==> config.mk <==
export PLATFORM = sky130hd
export DESIGN_NAME = mac_out_accumulator_flat
export DESIGN_NICKNAME = d
export VERILOG_FILES = /design/src/rtl/mac_out_accumulator_pkg.sv /design/src/rtl/mac_out_accumulator_if.sv /design/src/rtl/mac_out_accumulator_result_fifo.sv /design/src/rtl/mac_out_accumulator.sv /design/src/flat_wrapper.sv
export SDC_FILE = /design/constraint.sdc
export NUM_CORES = 1
export LEC_CHECK = 0
export ABC_CLOCK_PERIOD_IN_PS = 6550
export CAP_MARGIN = 20
export CORE_MARGIN = 3
export CORE_UTILIZATION = 64
export DETAILED_ROUTE_END_ITERATION = 10
export GPL_TIMING_DRIVEN = 0
export PLACE_DENSITY = 0.85
export SLEW_MARGIN = 20
export SYNTH_ARGS = -nofsm -noshare
export SYNTH_HDL_FRONTEND = slang
export SYNTH_SLANG_ARGS = --single-unit
==> constraint.sdc <==
create_clock -name clk -period 6.55 [get_ports clk]
set_input_delay 1.31 -clock clk [delete_from_list [all_inputs] [get_ports clk]]
set_output_delay 1.31 -clock clk [all_outputs]
set_load 0.005 [all_outputs]
==> src/rtl/mac_out_accumulator_pkg.sv <==
// Shared types and constants for the MAC output accumulator.
// The pipeline depth lives here so it stays in lockstep with the multiply/adder-tree MAC.
package mac_out_accumulator_pkg;

  localparam int ACCUMULATOR_WIDTH = 32;
  localparam int MAC_LATENCY       = 3;

  typedef logic signed [ACCUMULATOR_WIDTH-1:0] acc_t;

  typedef struct packed {
    logic v;
    logic first;
    logic last;
  } issue_tag_t;

  function automatic acc_t relu(input acc_t x);
    return x[ACCUMULATOR_WIDTH-1] ? '0 : x;
  endfunction

endpackage

==> src/rtl/mac_out_accumulator_if.sv <==
// Issue, MAC result and output handshake bundle of the MAC output accumulator.
// The master modport is the scheduler/consumer side; the slave modport is the accumulator.
interface mac_out_accumulator_if;
  import mac_out_accumulator_pkg::*;

  logic issue_valid_in;
  logic issue_first_in;
  logic issue_last_in;
  logic issue_ready_out;
  acc_t mac_in;
  acc_t out_data;
  logic out_valid;
  logic out_ready;

  modport master (
    output issue_valid_in, issue_first_in, issue_last_in, mac_in, out_ready,
    input  issue_ready_out, out_data, out_valid
  );

  modport slave (
    input  issue_valid_in, issue_first_in, issue_last_in, mac_in, out_ready,
    output issue_ready_out, out_data, out_valid
  );

endinterface

==> src/rtl/mac_out_accumulator_result_fifo.sv <==
// Synchronous first-word-fall-through result buffer with an occupancy count.
// When empty, out_data keeps presenting the most recently popped word.
module result_fifo #(
  parameter int WIDTH = 32,
  parameter int DEPTH = 4,
  localparam int AW = (DEPTH > 1) ? $clog2(DEPTH) : 1,
  localparam int CW = $clog2(DEPTH + 1)
) (
  input  logic             clk,
  input  logic             arst_n,
  input  logic             push,
  input  logic [WIDTH-1:0] push_data,
  input  logic             pop_ready,
  output logic [WIDTH-1:0] out_data,
  output logic             out_valid,
  output logic [CW-1:0]    count
);

  logic [WIDTH-1:0] mem [DEPTH];
  logic [AW-1:0]    wr_ptr;
  logic [AW-1:0]    rd_ptr;
  logic [CW-1:0]    cnt_q;
  logic [WIDTH-1:0] hold_q;
  logic             full;
  logic             pop;
  logic             push_en;

  assign full      = (cnt_q == CW'(DEPTH));
  assign out_valid = (cnt_q != '0);
  assign pop       = out_valid && pop_ready;
  // A full FIFO may still accept a push when the head leaves in the same cycle.
  assign push_en   = push && (!full || pop);
  assign out_data  = out_valid ? mem[rd_ptr] : hold_q;
  assign count     = cnt_q;

  always_ff @(posedge clk or negedge arst_n) begin
    if (!arst_n) begin
      wr_ptr <= '0;
      rd_ptr <= '0;
      cnt_q  <= '0;
      hold_q <= '0;
      for (int i = 0; i < DEPTH; i++) begin
        mem[i] <= '0;
      end
    end else begin
      if (push_en) begin
        mem[wr_ptr] <= push_data;
        wr_ptr      <= wr_ptr + 1'b1;
      end
      if (pop) begin
        rd_ptr <= rd_ptr + 1'b1;
        hold_q <= mem[rd_ptr];
      end
      case ({push_en, pop})
        2'b10:   cnt_q <= cnt_q + 1'b1;
        2'b01:   cnt_q <= cnt_q - 1'b1;
        default: cnt_q <= cnt_q;
      endcase
    end
  end

endmodule

==> src/rtl/mac_out_accumulator.sv <==
// Accumulates aligned MAC partial sums into results and buffers them with credit backpressure.
// Optional build macro MAC_OUT_RELU_EN clamps negative results to zero on push.
module mac_out_accumulator
  import mac_out_accumulator_pkg::*;
#(
  parameter int FIFO_DEPTH = 4
) (
  input logic                  clk,
  input logic                  arst_n_in,
  mac_out_accumulator_if.slave bus
);

  localparam int CW = $clog2(FIFO_DEPTH + 1);
  localparam int PW = CW + 2;

  issue_tag_t    tags [MAC_LATENCY];
  issue_tag_t    aligned;
  acc_t          acc_q;
  acc_t          acc_sum;
  acc_t          push_val;
  logic          accept;
  logic          push;
  logic [CW-1:0] fifo_count;
  logic [PW-1:0] lasts_in_flight;
  logic [PW-1:0] pending;
  logic          ready;

  assign accept  = bus.issue_valid_in && ready;
  assign aligned = tags[MAC_LATENCY-1];
  assign push    = aligned.v && aligned.last;

  // Bubbles carry no first/last so they never consume a credit.
  always_ff @(posedge clk or negedge arst_n_in) begin
    if (!arst_n_in) begin
      for (int i = 0; i < MAC_LATENCY; i++) begin
        tags[i] <= '0;
      end
    end else begin
      tags[0] <= '{v: accept, first: accept && bus.issue_first_in, last: accept && bus.issue_last_in};
      for (int i = 1; i < MAC_LATENCY; i++) begin
        tags[i] <= tags[i-1];
      end
    end
  end

  always_comb begin
    acc_sum = aligned.first ? bus.mac_in : acc_q + bus.mac_in;
`ifdef MAC_OUT_RELU_EN
    push_val = relu(acc_sum);
`else
    push_val = acc_sum;
`endif
  end

  always_ff @(posedge clk or negedge arst_n_in) begin
    if (!arst_n_in) begin
      acc_q <= '0;
    end else if (aligned.v) begin
      acc_q <= aligned.last ? '0 : acc_sum;
    end
  end

  // Credits cover both buffered results and results still inside the MAC pipeline.
  always_comb begin
    lasts_in_flight = '0;
    for (int i = 0; i < MAC_LATENCY; i++) begin
      lasts_in_flight = lasts_in_flight + PW'(tags[i].last);
    end
    pending = PW'(fifo_count) + lasts_in_flight;
    ready   = (pending < PW'(FIFO_DEPTH));
  end

  assign bus.issue_ready_out = ready;

  result_fifo #(
    .WIDTH (ACCUMULATOR_WIDTH),
    .DEPTH (FIFO_DEPTH)
  ) u_result_fifo (
    .clk       (clk),
    .arst_n    (arst_n_in),
    .push      (push),
    .push_data (push_val),
    .pop_ready (bus.out_ready),
    .out_data  (bus.out_data),
    .out_valid (bus.out_valid),
    .count     (fifo_count)
  );

endmodule

==> src/flat_wrapper.sv <==
// flat-port wrapper written by rule: the top's interface ports become plain ports
module mac_out_accumulator_flat import mac_out_accumulator_pkg::*;
#(
  parameter int FIFO_DEPTH = 4
)
  (clk, arst_n_in, bus_issue_valid_in, bus_issue_first_in, bus_issue_last_in, bus_mac_in, bus_out_ready, bus_issue_ready_out, bus_out_data, bus_out_valid);
  mac_out_accumulator_if bus_i ();
  input logic clk;
  input logic arst_n_in;
  input wire logic [$bits(bus_i.issue_valid_in)-1:0] bus_issue_valid_in;
  input wire logic [$bits(bus_i.issue_first_in)-1:0] bus_issue_first_in;
  input wire logic [$bits(bus_i.issue_last_in)-1:0] bus_issue_last_in;
  input wire logic [$bits(bus_i.mac_in)-1:0] bus_mac_in;
  input wire logic [$bits(bus_i.out_ready)-1:0] bus_out_ready;
  output wire logic [$bits(bus_i.issue_ready_out)-1:0] bus_issue_ready_out;
  output wire logic [$bits(bus_i.out_data)-1:0] bus_out_data;
  output wire logic [$bits(bus_i.out_valid)-1:0] bus_out_valid;
  assign bus_i.issue_valid_in = bus_issue_valid_in;
  assign bus_i.issue_first_in = bus_issue_first_in;
  assign bus_i.issue_last_in = bus_issue_last_in;
  assign bus_i.mac_in = bus_mac_in;
  assign bus_i.out_ready = bus_out_ready;
  assign bus_issue_ready_out = bus_i.issue_ready_out;
  assign bus_out_data = bus_i.out_data;
  assign bus_out_valid = bus_i.out_valid;
  mac_out_accumulator #(.FIFO_DEPTH(FIFO_DEPTH)) u_core (.clk(clk), .arst_n_in(arst_n_in), .bus(bus_i));
endmodule
# Yosys cells after proc, flatten, opt, wreduce, memory -nomap -nowiden
# Cells that the tools add are included.
# totals
out_inout_bits	34
elab_cells	56
inputBits	38
regBits	208
# classes
order_cmp	4
addsub	8
bitwise	2
n_eq_ne	3
mux	10
n_reduce_logical	11
# ops
op	n
$mux 32	6
$bwmux 128	1
$bmux 32 s2	1
$demux 32 s2	1
$add 32x32->32	1
$logic_and 1x1->1	7
$ge 3x3->1 const B	2
$not 2->3	2
$pmux 3 s2	1
$add 3x5->5	1
$add 5x1->5	1
$lt 5x3->1 const B	1
$add 2x1->2 const B	2
$add 3x1->3 const B	1
$eq 3x3->1 const B	1
$lt 3x1->1 const B	1
$reduce_bool 3->1	1
$sub 3x1->3 const B	1
$add 1x1->2	1
$eq 2x1->1 const B	1
$eq 2x2->1 const B	1
$reduce_bool 2->1	1
$logic_not 1->1	1
$logic_or 1x1->1	1

# Depth between registers and ports, before layout
# logic_depth
ltp_word	6
mapped_depth	11
mapped_depth_nobuf	10

# Modules after synthesis
# A second synthesis with hierarchy kept.
# hier_totals
cells_unflattened	886
hier_area_um2	11338.4
# modules_own_cells
mod	area_per_inst_um2	seq_area_each_um2	instances	cells_each
result_fifo	7596.0	4179.0	1	448
mac_out_accumulator	3742.3	1026.0	1	438

# Worst setup path before layout
# OpenSTA, ideal clock, no wires.
# synth_timing
kind	in2reg
from	input port bus_mac_in[0]
to	register u_core.acc_q[18]
required_time_ps	6419
n_path_buf	0
path_stages	10
setup_time_ps	131
path_slack_ps	3053
arrival_time_ps	3366
cell_sequence	ha_1 > fa_1 > a211oi_1 > o21ai_1 > and2_4 > a211oi_2 > o21bai_1 > xor2_1 > mux2i_2 > o2bb2ai_1
# synth_between
elab_chain_cells	3
# synth_lines
item	line_no	text
from (decl)	flat_wrapper.sv:13	input wire logic [$bits(bus_i.mac_in)-1:0] bus_mac_in;
$add 32x32->32	mac_out_accumulator.sv:47	acc_sum = aligned.first ? bus.mac_in : acc_q + bus.mac_in;
$mux 32	mac_out_accumulator.sv:47	
$mux 32	mac_out_accumulator.sv:59	acc_q <= aligned.last ? '0 : acc_sum;
to (signal assigned)	mac_out_accumulator.sv:59	
to (decl)	mac_out_accumulator.sv:18	acc_t acc_q;
# Every way passes these cells.
# A chain may end at the register's enable or synchronous reset.

# Worst setup path after layout
# layout_timing
from	register u_core.u_result_fifo.rd_ptr[0]
to	output port bus_out_data[3]
# layout_between
elab_chain_cells	5
# layout_lines
item	line_no	text
from (decl)	mac_out_accumulator_result_fifo.sv:21	logic [AW-1:0] rd_ptr;
from (signal assigned)	mac_out_accumulator_result_fifo.sv:51	rd_ptr <= rd_ptr + 1'b1;
$not 2->3 (implied by the code)	mac_out_accumulator_result_fifo.sv:33	assign out_data = out_valid ? mem[rd_ptr] : hold_q;
$bmux 32 s2	mac_out_accumulator_result_fifo.sv:33	
$mux 32 (implied by the code) (2 in series)	mac_out_accumulator_result_fifo.sv:33	
$mux 32	mac_out_accumulator_result_fifo.sv:33	
to (decl)	flat_wrapper.sv:16	output wire logic [$bits(bus_i.out_data)-1:0] bus_out_data;
# Every way passes these cells. The select of a mux whose other input is x is not followed.

==> results.txt <==
The number of instances in the placed design came out at roughly 1300. The number of sinks driven by the clock tree is ~210. The met2 usage came out at 0.4981. The post-route clock skew is 6.819 ps.

The area fraction of the dominant cell type after synthesis is 0.4757. The maximum resistive drop on vdd is between 300 and 400 uV. The clock period minus final worst setup slack came out at 4337 ps.

The worst path meets setup with around 2200 ps of slack. The largest net degree at the start of global routing is between 80 and 90. Of the available clock period, the critical path in the final layout requires 0.6621.

The setup path with the least slack is of type reg -> out. The number of synthesized register bits is approximately 210. The type of destination of the critical path is a primary output. The hold-fix buffer count after cts came out at 0.

The largest buffer count on any clock path is 3. The average instance in the mapped netlist occupies ~11 um^2. The total via count after detailed routing is ~8600. Of the total power, the clock network draws 0.198. The CTS tree is done. The die boundary width is around 140 um. The part of the power in combinational logic came out at 0.485. The detailed-routing iteration count for the pre-antenna-repair pass came out at 7. The required time at the endpoint of the critical path came out at about 5200 ps.

The final antenna diode count came out at 0. The number of unique standard cell types used by synthesis is 74. The data arrival time of the critical path came out at about 3000 ps. The share of the Yosys chip area taken by registers is 0.4757. Setup repair after global routing left no endpoint under its margin. The via count of the first global-routing pass is 8636. The peak clock frequency supported by timing came out at between 200 and 250 MHz. The full die area came out at between 0.015 and 0.02 mm^2. The layer flagged by global routing as most heavily used is met2. The total congestion overflow after global routing came out at 0. The utilization of the core after routing is 0.7648. For this run, the leading register cell type out of synthesis is sky130_fd_sc_hd__dfrtp_1. The post-detailed-route DRC marker count came out at 0.

The synthesized net count came out at ~1100. The clock transition at the registers of the reported paths is roughly 60 ps. Of the total power, registers draw 0.317. Yosys attributes the largest share of cell area to sky130_fd_sc_hd__dfrtp_1, sky130_fd_sc_hd__mux2_2, sky130_fd_sc_hd__mux4_2.

The number of violations reported at the end of detailed-routing iteration 0 is 737. Leaving out filler cells and counting taps, the final layout contains approximately 1300. The worst setup path is launched from a flop. The first global-routing pass estimated approximately 45 mm of wire. The number of max-capacitance violations reported is 0. The die extent in y came out at ~140 um. The commonest cells after synthesis are sky130_fd_sc_hd__dfrtp_1, sky130_fd_sc_hd__nand2_1, sky130_fd_sc_hd__o21ai_0, sky130_fd_sc_hd__mux2_2, sky130_fd_sc_hd__clkbuf_1. The flow ran to the end, and the final reports show no timing, DRC or antenna violations.

The tree is rooted in a sky130_fd_sc_hd__clkbuf_16. The number of enable-type register cells in the synthesized netlist came out at 0. The fraction of synthesis flops using an asynchronous set or reset pin came out at 1.000. The area of the multi-input gates is 0.005435 mm^2. In the final layout, the share of cells above drive strength 1 is 0.1650. The level count of the clock H-tree is 1.

The post-CTS setup repair buffer count is 0. The static leakage came out at 5.810 nW. The initial cell density of the core came out at 0.6575.

Synthesis produced 1014 cells. In this run the worst hold path is classified as reg -> reg. The signal on the critical path passes through clkbuf_1, buf_2, mux4_2, mux2_2, clkdlybuf4s50_1. The total wire length after detailed routing is around 28 mm.

The combined flip-flop and latch cell area is approximately 0.0052 mm^2. The total clock buffers created by CTS is 22. Dividing the detail-routed wire length by the instance count gives between 20 and 25 um. The slowest stage of the critical path is the sky130_fd_sc_hd__mux4_2 cell.

The max-slew violation count came to 0. The final layout contains 1190 nets. The number of antenna violations at the first check in global routing came out at 0.

The number of core rows came out at 47. At the end of routability-driven placement, the weighted congestion stood at roughly 1. Dividing total power by cell area gives a power density of between 500 and 600 mW/mm^2.

Buffers placed on the I/O ports in this run total approximately 70. The combined global-route utilization of all metal layers came out at 0.3040. The area overhead of the layout relative to synthesis came out at 16.32%.

The core region is roughly 0.017 mm^2. The delay of the slowest cell on the worst path is 590 ps. The post-cts gate resize count came out at 0. The met3 track utilization from global routing is 0.04963. Setup violations remaining at the end of the flow were counted as 0. The switching share of power is 0.3954. The top cell type by total area after synthesis is sky130_fd_sc_hd__dfrtp_1. Detailed placement ended at an HPWL of about 19 mm. The slew of the pin with the lowest slew margin is 980.9 ps. The global routing met1 resource utilization came out at 0.4197. The number of nets still failing antenna checks after routing is 0. The clock latency of the later-clocked register in the worst-skew pair is 500 ps. In this run the worst path has a maximum fanout of 10. The normalized max-slew margin is 0.3392.

Summing every instance area after synthesis gives 0.01094 mm^2. The ratio of routed vias to standard cells came out at approximately 6.4. The number of filler cells placed in the layout came out at approximately 1100. For this design the total switching power over the nets is roughly 2.5 mW. The internal power contribution came out at slightly below 4 mW. The pre-CTS setup slack came out at between 2000 and 2500 ps. The most frequent cell after synthesis is sky130_fd_sc_hd__dfrtp_1. The count of warnings emitted by yosys is 0.

The count of pins on the block boundary came out at about 70. The number of endpoints with negative hold slack in the final report came to 0.
## sequential cells by signal, summed over array words and instances, names as in the netlist
register and flops:
u_core.u_result_fifo.rd_ptr 2, u_core.tags 6, u_core.u_result_fifo.count 3, u_core.aligned 3, u_core.u_result_fifo.hold_q 32, u_core.acc_q 32, u_core.u_result_fifo.wr_ptr 2, u_core.u_result_fifo.mem 128
## cell families (layout without fill, tap and decap cells)
kind of cell	after synthesis	in the layout	synth area share
AOI/OAI and AO/OA	285	285	0.1662
buffers and inverters	78	191	0.02756
muxes	119	119	0.1559
xor gates and xnor gates	27	27	0.02230
DFF	208	208	0.4757
and+or+nand+nor	256	256	0.1042
adders and majority gates	41	41	0.04826
## stage by stage
step	total power, mW	area, um^2	setup TNS [ps]	hold slack, ps
6_report	6.380	12730	0	347.7
5_1_grt	6.773	12730	0	357.2
3_3_place_gp	4.902	11930	-900520	334.8
3_5_place_dp	5.037	11990	0	334.7
2_1_floorplan	4.049	10940	0	331.2
4_1_cts	6.344	12730	0	348.7
## worst paths after layout
| path | start | endpoint | slack [ps] | cells after the start |
|---|---|---|---|---|
| worst min-delay path | u_core.tags[7] | u_core.tags[4] | 350 | 0 |
| worst max register to register | u_core.u_result_fifo.count[0] | u_core.u_result_fifo.count[2] | 3330 | 11 |
| max in group asynchronous | arst_n_in | u_core.u_result_fifo.mem[107] | 4740 | 3 |
| worst min register to register | u_core.tags[7] | u_core.tags[4] | 350 | 0 |
| worst max-delay path | u_core.u_result_fifo.rd_ptr[0] | bus_out_data[3] | 2210 | 5 |
| min in group asynchronous | arst_n_in | u_core.u_result_fifo.hold_q[25] | 690 | 1 |
## critical path, delay by kind of cell (launching register included)
kind	cells	cell delay, ps
multiplexers	2	880
flip-flops	1	320
buffers and inverters	3	1310
## layout make-up
| class | count | share of cell area |
|---|---|---|
| Clock inverter | 13 | 0.01013 |
| Clock buffer | 27 | 0.04797 |
| Tap cell | 220 | 0.02163 |
| Sequential cell | 208 | 0.4090 |
| Inverter | 19 | 0.005604 |
| Timing Repair Buffer | 73 | 0.06056 |
| Buffer | 59 | 0.01809 |
| Multi-Input combinational cell | 728 | 0.4271 |
## power by group through the flow
stage / Clock [mW] / Combinational (mW) / Sequential [mW]
after floorplan: 0 / 2.11 / 1.94
after global placement: 0 / 2.90 / 2.00
after detailed placement: 0 / 3.01 / 2.02
after CTS: 1.27 / 3.06 / 2.01
after global routing: 1.33 / 3.37 / 2.07
final: 1.26 / 3.09 / 2.02
## routing by layer
metal | up-vias | share of wire
met3 | 81 | 0.065
met2 | 343 | 0.49
met5 | - | 0
met1 | 4307 | 0.42
met4 | 0 | 0.031
li1 | 3870 | -
## cells in the final DEF (no fill, tap or decap), types with 15 or more instances in the layout
cell type and instances:
sky130_fd_sc_hd__nand2_1 164, sky130_fd_sc_hd__clkbuf_1 49, sky130_fd_sc_hd__a21oi_1 40, sky130_fd_sc_hd__ha_1 39, sky130_fd_sc_hd__nor2_1 33, sky130_fd_sc_hd__clkdlybuf4s50_1 70, sky130_fd_sc_hd__dfrtp_1 208, sky130_fd_sc_hd__clkbuf_16 23
sky130_fd_sc_hd__xnor2_1 17, sky130_fd_sc_hd__o21ai_1 15, sky130_fd_sc_hd__o2bb2ai_1 26, sky130_fd_sc_hd__inv_1 18, sky130_fd_sc_hd__o21ai_0 125, sky130_fd_sc_hd__mux2_2 72, sky130_fd_sc_hd__mux4_2 32
Note: power is estimated with default switching activity, not from simulation.
